## config.mk

```make
export PLATFORM = sky130hd
export DESIGN_NAME = alu_op_sequencer
export DESIGN_NICKNAME = d
export VERILOG_FILES = /design/src/rtl/alu_pkg.sv /design/src/rtl/alu_op_sequencer.sv
export SDC_FILE = /design/constraint.sdc
export NUM_CORES = 1
export LEC_CHECK = 0
export BUFFER_PORTS_ARGS = -buffer_cell sky130_fd_sc_hd__buf_2
export CELL_PAD_IN_SITES_DETAIL_PLACEMENT = 0
export CELL_PAD_IN_SITES_GLOBAL_PLACEMENT = 1
export CORE_MARGIN = 2
export CORE_UTILIZATION = 38
export DETAILED_ROUTE_END_ITERATION = 10
export HOLD_SLACK_MARGIN = 0.03
export PLACE_DENSITY_LB_ADDON = 0.12
export SLEW_MARGIN = 20
export SYNTH_ARGS = -nofsm -noshare
export SYNTH_HDL_FRONTEND = slang
export SYNTH_SLANG_ARGS = --single-unit
```

## constraint.sdc

```tcl
create_clock -name clk -period 3.1 [get_ports clk]
set_input_delay 0.31 -clock clk [delete_from_list [all_inputs] [get_ports clk]]
set_output_delay 0.31 -clock clk [all_outputs]
set_load 0.005 [all_outputs]
```

## src/rtl/alu_pkg.sv

```systemverilog
// Shared ALU definitions: funct codes used by the ALU and its sequencer, plus sequencer FSM encoding.
package alu_pkg;

    localparam int unsigned FUNCT_W = 4;

    localparam logic [FUNCT_W-1:0] FN_ADD = 4'd0;
    localparam logic [FUNCT_W-1:0] FN_SUB = 4'd1;
    localparam logic [FUNCT_W-1:0] FN_AND = 4'd2;
    localparam logic [FUNCT_W-1:0] FN_OR  = 4'd3;
    localparam logic [FUNCT_W-1:0] FN_XOR = 4'd4;
    localparam logic [FUNCT_W-1:0] FN_NOT = 4'd5;
    localparam logic [FUNCT_W-1:0] FN_SLA = 4'd6;
    localparam logic [FUNCT_W-1:0] FN_SRA = 4'd7;
    localparam logic [FUNCT_W-1:0] FN_SRL = 4'd8;
    localparam logic [FUNCT_W-1:0] FN_MAX = 4'd8;

    typedef enum logic [1:0] {
        ST_IDLE,
        ST_EXEC,
        ST_SHIFT,
        ST_RESP
    } seq_state_t;

    // The ALU shifts by one bit per pass; these functs need iterating
    function automatic logic is_shift(input logic [FUNCT_W-1:0] funct);
        return (funct == FN_SLA) || (funct == FN_SRA) || (funct == FN_SRL);
    endfunction

endpackage

```

## src/rtl/alu_op_sequencer.sv

```systemverilog
// Drives an external combinational ALU for one request at a time; multi-bit shifts
// are decomposed into repeated 1-bit ALU shifts.
module alu_op_sequencer
    import alu_pkg::*;
#(
    parameter int unsigned DATA_W  = 32,
    parameter int unsigned SHAMT_W = $clog2(DATA_W)
) (
    input  logic               clk,
    input  logic               rst_n,
    input  logic               req_valid,
    output logic               req_ready,
    input  logic [FUNCT_W-1:0] req_funct,
    input  logic [DATA_W-1:0]  req_a,
    input  logic [DATA_W-1:0]  req_b,
    output logic               resp_valid,
    input  logic               resp_ready,
    output logic [DATA_W-1:0]  resp_data,
    output logic               resp_zero,
    output logic               resp_err,
    output logic [DATA_W-1:0]  alu_a,
    output logic [DATA_W-1:0]  alu_b,
    output logic [FUNCT_W-1:0] alu_funct,
    input  logic [DATA_W-1:0]  alu_out,
    input  logic               alu_zero
);

    seq_state_t         state, state_nxt;
    logic [SHAMT_W-1:0] cnt, cnt_nxt;
    logic               req_ready_nxt;
    logic               resp_valid_nxt;
    logic [DATA_W-1:0]  resp_data_nxt;
    logic               resp_zero_nxt;
    logic               resp_err_nxt;
    logic [DATA_W-1:0]  alu_a_nxt;
    logic [DATA_W-1:0]  alu_b_nxt;
    logic [FUNCT_W-1:0] alu_funct_nxt;
    logic               accept;
    logic [SHAMT_W-1:0] shamt;

    assign accept = req_valid & req_ready;
    assign shamt  = req_b[SHAMT_W-1:0];

    // State and registered outputs
    always_ff @(posedge clk or negedge rst_n) begin
        if (!rst_n) begin
            state      <= ST_IDLE;
            cnt        <= '0;
            req_ready  <= 1'b0;
            resp_valid <= 1'b0;
            resp_data  <= '0;
            resp_zero  <= 1'b0;
            resp_err   <= 1'b0;
            alu_a      <= '0;
            alu_b      <= '0;
            alu_funct  <= FN_ADD;
        end else begin
            state      <= state_nxt;
            cnt        <= cnt_nxt;
            req_ready  <= req_ready_nxt;
            resp_valid <= resp_valid_nxt;
            resp_data  <= resp_data_nxt;
            resp_zero  <= resp_zero_nxt;
            resp_err   <= resp_err_nxt;
            alu_a      <= alu_a_nxt;
            alu_b      <= alu_b_nxt;
            alu_funct  <= alu_funct_nxt;
        end
    end

    // ALU port values are computed for the state being entered, so they are
    // already settled during EXEC/SHIFT and the result can be captured there.
    always_comb begin
        state_nxt      = state;
        cnt_nxt        = cnt;
        resp_valid_nxt = resp_valid;
        resp_data_nxt  = resp_data;
        resp_zero_nxt  = resp_zero;
        resp_err_nxt   = resp_err;
        alu_a_nxt      = '0;
        alu_b_nxt      = '0;
        alu_funct_nxt  = FN_ADD;

        case (state)
            ST_IDLE: begin
                if (accept) begin
                    if (req_funct > FN_MAX) begin
                        state_nxt     = ST_RESP;
                        resp_data_nxt = '0;
                        resp_zero_nxt = 1'b1;
                        resp_err_nxt  = 1'b1;
                    end else begin
                        resp_err_nxt = 1'b0;
                        if (is_shift(req_funct) && (shamt == '0)) begin
                            state_nxt     = ST_RESP;
                            resp_data_nxt = req_a;
                            resp_zero_nxt = (req_a == '0);
                        end else if (is_shift(req_funct)) begin
                            state_nxt     = ST_SHIFT;
                            cnt_nxt       = shamt;
                            alu_a_nxt     = req_a;
                            alu_b_nxt     = DATA_W'(1);
                            alu_funct_nxt = req_funct;
                        end else begin
                            state_nxt     = ST_EXEC;
                            alu_a_nxt     = req_a;
                            alu_b_nxt     = req_b;
                            alu_funct_nxt = req_funct;
                        end
                    end
                end
            end
            ST_EXEC: begin
                state_nxt     = ST_RESP;
                resp_data_nxt = alu_out;
                resp_zero_nxt = alu_zero;
            end
            ST_SHIFT: begin
                cnt_nxt = cnt - SHAMT_W'(1);
                if (cnt == SHAMT_W'(1)) begin
                    state_nxt     = ST_RESP;
                    resp_data_nxt = alu_out;
                    resp_zero_nxt = alu_zero;
                end else begin
                    alu_a_nxt     = alu_out;
                    alu_b_nxt     = DATA_W'(1);
                    alu_funct_nxt = alu_funct;
                end
            end
            ST_RESP: begin
                if (resp_valid && resp_ready) begin
                    resp_valid_nxt = 1'b0;
                    state_nxt      = ST_IDLE;
                end else begin
                    resp_valid_nxt = 1'b1;
                end
            end
            default: begin
                state_nxt      = ST_IDLE;
                resp_valid_nxt = 1'b0;
            end
        endcase

        req_ready_nxt = (state_nxt == ST_IDLE);
    end

endmodule

```

# Yosys cells after proc, flatten, opt, wreduce, memory -nomap -nowiden

Index checks and enable logic that the tools add are counted.

Muxes and demuxes: 40
Magnitude comparators: 1
Reductions and logical operators: 13
Add/subtract/negate cells: 1
Equal/unequal tests: 13
Bitwise operators: 1

Operators by type and width:

| operator              | number |
|---|---|
| $mux W32              | 12 |
| $pmux W32 S2          | 2 |
| $pmux W32 S3          | 1 |
| $logic_not A32 Y1     | 1 |
| $mux W5               | 4 |
| $mux W4               | 4 |
| $mux W2               | 6 |
| $ne A2 B2 Y1 const B  | 5 |
| $pmux W5 S2           | 1 |
| $eq A4 B3 Y1 const B  | 2 |
| $pmux W2 S4           | 1 |
| $pmux W4 S2           | 1 |
| $mux W1               | 7 |
| $eq A5 B1 Y1 const B  | 1 |
| $logic_not A5 Y1      | 1 |
| $reduce_and A5 Y1     | 1 |
| $sub A5 B1 Y5 const B | 1 |
| $eq A2 B2 Y1 const B  | 2 |
| $eq A4 B4 Y1 const B  | 1 |
| $gt A4 B4 Y1 const B  | 1 |
| $logic_not A2 Y1      | 2 |
| $reduce_and A4 Y1     | 1 |
| $ne A3 B3 Y1 const B  | 1 |
| $pmux W1 S3           | 1 |
| 7 further kinds       | 9 |

Input port bits: 105
Output and inout bits: 104
Register bits after elaboration: 111

# Logic depth before layout (Yosys ltp)

Depth in word-level cells: 9
Gate-level depth with buffers: 9

# Worst setup path before layout

Ideal clock, no wire load.

Path type: register -> register
From: register cnt[1]
To: register resp_data[0]
Period minus slack after synthesis: 1.963 ns
Path buffers: 2
Stages on the path, launching flop included: 10
Data arrival time: 1.836 ns
Setup time: 0.126 ns
Setup slack: 1.137 ns
Cells stage by stage: dfrtp_1 > inv_1 > ha_1 > or4b_1 > a221oi_2 > o21ai_2 > buf_6 > buf_6 > nand2_1 > o21ai_0

Cells in the longest elaborated chain, start to end: 3

RTL lines:

| element                            | line                    | text |
|---|---|---|
| start, declared                    | alu_op_sequencer.sv:29  | `logic [SHAMT_W-1:0] cnt, cnt_nxt;` |
| start signal, assigned             | alu_op_sequencer.sv:59  | `cnt <= cnt_nxt;` |
| $eq A5 B1 Y1                       | alu_op_sequencer.sv:120 | `if (cnt == SHAMT_W'(1)) begin` |
| $ne A2 B2 Y1 (no source line)      | --                      |  |
| $reduce_and A4 Y1 (no source line) | --                      |  |
| end signal, assigned               | alu_op_sequencer.sv:62  | `resp_data <= resp_data_nxt;` |
| end, declared                      | alu_op_sequencer.sv:18  | `output logic [DATA_W-1:0] resp_data,` |

No other way between the ends.
A chain may end at the register's enable or synchronous reset.

# Worst setup path after layout

From: register cnt[1]
To: register resp_data[22]

The elaborated chain is that of the path after synthesis.

==> summary.md <==
| Metric | Value |
|---|---|
| Yosys top cell by area | `dfrtp_1` |
| Seq cells post-synth | `between 100 and 150` |
| Starting Density | `between 30% and 40%` |
| Num ports | `approximately 210` |
| Die area | `13600 sq um` |
| Reg2reg setup slack | `0.79 ns` |
| Top-area cell type share of the netlist area | `between 50 and 60%` |
| Initial antenna violation count | `0` |
| Synthesized area per cell | `10.3 sq um` |
| Leakage | `around 3.4 nW` |
| Power Dens Cells | `just over 900 nW/um^2` |
| RSZ-0062 raised after global routing | `false` |
| PnR worst setup slack | `0.793 ns` |
| Period utilisation layout | `74.4%` |
| R2R cell count | `8` |
| Post-route DRC | `0` |
| Critical Path Start | `cnt[1]$_DFFE_PN0P_` |
| Min cycle time layout | `between 2 and 2.5 ns` |
| Pre-CTS setup slack | `between 0.8 and 0.9 ns` |
| Setup repair bufs after CTS | `0` |
| Status | `finished clean` |
| Hold Vio Cnt, Final | `0` |
| Vias | `around 4000` |
| Ys async rst share | `100%` |
| First-pass GRT wire length | `~20000 um` |
| Remaining Overflow, GRT | `0` |
| CTS Sinks | `111` |
| Worst Hold Class | `in2async` |
| WL per Instance | `16.0 um` |
| Synth-to-Final Area Change | `32.1%` |
| Clock tree buffer depth | `2` |
| Via density | `a little under 5` |
| Post-CTS Resized | `0` |
| Layout Nets | `roughly 780` |
| Top FF cell, synth | `dfrtp_1` |
| ANT nets after route | `0` |
| CTS tree | `yes` |
| Share of cells above drive strength 1 | `approximately two fifths` |
| Core Box Area | `approximately 12000 sq um` |
| Register area share after synthesis | `between 50% and 60%` |
| Most common cell in the netlist | `dfrtp_1` |
| Top cells by count, synth | `dfrtp_1 (111), nand2_1 (81), nor2_1 (40), a21oi_1 (37), o21ai_0 (34)` |
| Skew final | `0.00595 ns` |
| RD Place Congestion | `between 0.8 and 0.9` |
| CTS Buf Count | `9` |
| Clock transition at path regs | `0.07 ns` |
| Largest net degree at the start of global routing | `68` |
| Critical Path Fanout Max | `66` |
| Post-synth cell types | `47` |
| ANT cells | `0` |
| Setup TNS | `0 ns` |
| Max Cap Viol | `0` |
| Reg2Reg Launch Point | `cnt[1]$_DFFE_PN0P_` |
| Final Max Tran Viols | `0` |
| Routed wire length | `13500 um` |
| Mapped Cells | `approximately 470` |
| Drt initial violations | `170` |
| Total GRT Usage | `about a fifth` |
| Yosys warns | `0` |
| Syn_nets | `just under 600` |
| Critical Path AT | `between 2 and 3 ns` |
| VDD IR-drop max | `between 0.0005 and 0.0006 V` |
| Iteration count of the initial detailed-routing pass | `4` |
| Setup Viol. Count Final | `0` |
| PortBufs | `approximately 210` |
| CP Class | `reg2reg` |
| Post-synth EDFFs | `0` |
| Tightest Pin Transition | `0.860 ns` |
| CP Capture Type | `register` |
| Cell Rows | `41` |
| Worst reg2reg endpoint | `resp_data[22]$_DFFE_PN0P_` |
| Via count of the first global-routing pass | `3930` |
| Synth Cell Area | `4800 sq um` |
| Most area-consuming cells after synthesis | `dfrtp_1 (58%), nand2_1 (6.3%), a22o_1 (6.0%)` |
| Root Buffer | `clkbuf_16` |
| CTS H-tree lvls | `3` |
| Die Y | `116 um` |
| Worst Setup Start Kind | `register` |
| Worst slew margin | `~43%` |
| WP data required | `3.30 ns` |
| Clock Latency Late Sink | `between 0.3 and 0.4 ns` |
| Max Clk Rate | `around 430 MHz` |
| Die span in x | `between 100 and 150 um` |
| Cts hold-fix bufs | `0` |
| DP HPWL | `between 9000 and 10000 um` |
## registers in the layout (all words and copies together), names as in the netlist
signal      flops
alu_a          32
alu_b          32
alu_funct       4
cnt             5
req_ready       1
resp_data      32
resp_err        1
resp_valid      1
resp_zero       1
state           2
## through the flow
step,area [sq um],power [mW],hold slack (ns),util [%],cells
after floorplan,4800,3.74,0.0144,-,466
after global placement,6010,4.50,0.458,48.2,828
after detailed placement,6010,4.57,0.461,48.2,828
after CTS,6350,5.88,0.106,50.9,844
after global routing,6350,6.28,0.136,50.9,844
final,6350,5.79,0.0640,50.9,844
## metal layers
| layer | track usage [%] | vias up | part of all wire (%) |
|---|---|---|---|
| li1 | - | 2011 | - |
| met1 | 25.6 | 1914 | 43 |
| met2 | 31.6 | 155 | 46 |
| met3 | 6.38 | 20 | 9.0 |
| met4 | 7.54 | 0 | 1.9 |
| met5 | 0 | - | 0 |
## worst max-delay path, cell delays in order (launching register included)
cell and delay, ns:
dfrtp_1 0.41, inv_1 0.09, ha_1 0.14, or4b_1 0.49, a221oi_2 0.36, o21ai_4 0.08, buf_4 0.32, nand2_1 0.13
o21ai_0 0.10
## logic make-up after synthesis
logic type	count (synthesis)	share of synthesized area [%]
AND/OR/NAND/NOR	178	17.5
AO/OA/AOI/OAI	132	18.9
flip-flops	111	57.8
multiplexers	2	0.443
adder cells (fa/ha/maj)	6	1.56
buffers and inverters	37	3.80
## worst max path at each step
stage	endpoint	slack, ns
after floorplan	resp_data[0]$_DFFE_PN0P_	1.14
after global placement	resp_data[17]$_DFFE_PN0P_	0.88
after detailed placement	resp_data[22]$_DFFE_PN0P_	0.81
after CTS	resp_data[1]$_DFFE_PN0P_	0.80
after global routing	resp_data[17]$_DFFE_PN0P_	0.59
final	resp_data[22]$_DFFE_PN0P_	0.79
## where the power goes
part / total [mW] / internal [mW] / leakage, nW / switching, mW
clock: 1.29 / 0.746 / 0.166 / 0.549
sequential: 2.10 / 1.90 / 1.46 / 0.205
combinational: 2.39 / 0.964 / 1.76 / 1.43
total: 5.79 / 3.61 / 3.39 / 2.18
## cell usage in the layout, fill, tap and decap left out, drive strengths merged, types with 2 or more instances in the layout
| cell type | synthesis | layout |
|---|---|---|
| buf | 11 | 219 |
| dfrtp | 111 | 111 |
| nand2 | 81 | 81 |
| o21ai | 42 | 42 |
| nor2 | 40 | 40 |
| a21oi | 39 | 39 |
| a22o | 33 | 33 |
| and2 | 32 | 32 |
| inv | 8 | 12 |
| clkbuf | 18 | 10 |
| nor4 | 8 | 8 |
| ha | 6 | 6 |
| nand4 | 3 | 3 |
| or2 | 2 | 2 |
| nand3b | 2 | 2 |
| a22oi | 2 | 2 |
| a21o | 2 | 2 |
| bufinv | 0 | 2 |
| or4b | 2 | 2 |
| o31ai | 2 | 2 |
| a221oi | 2 | 2 |
## layout make-up
cell class	count	area, sq um
clock buffers	10	239
multi-input cells	318	1860
fillers	1184	6120
well taps	172	215
flip-flops and latches	111	2780
clock inverters	6	97.6
repair buffers	219	1130
inverters	8	30.0
No activity file was read; power rests on OpenSTA's default activity.
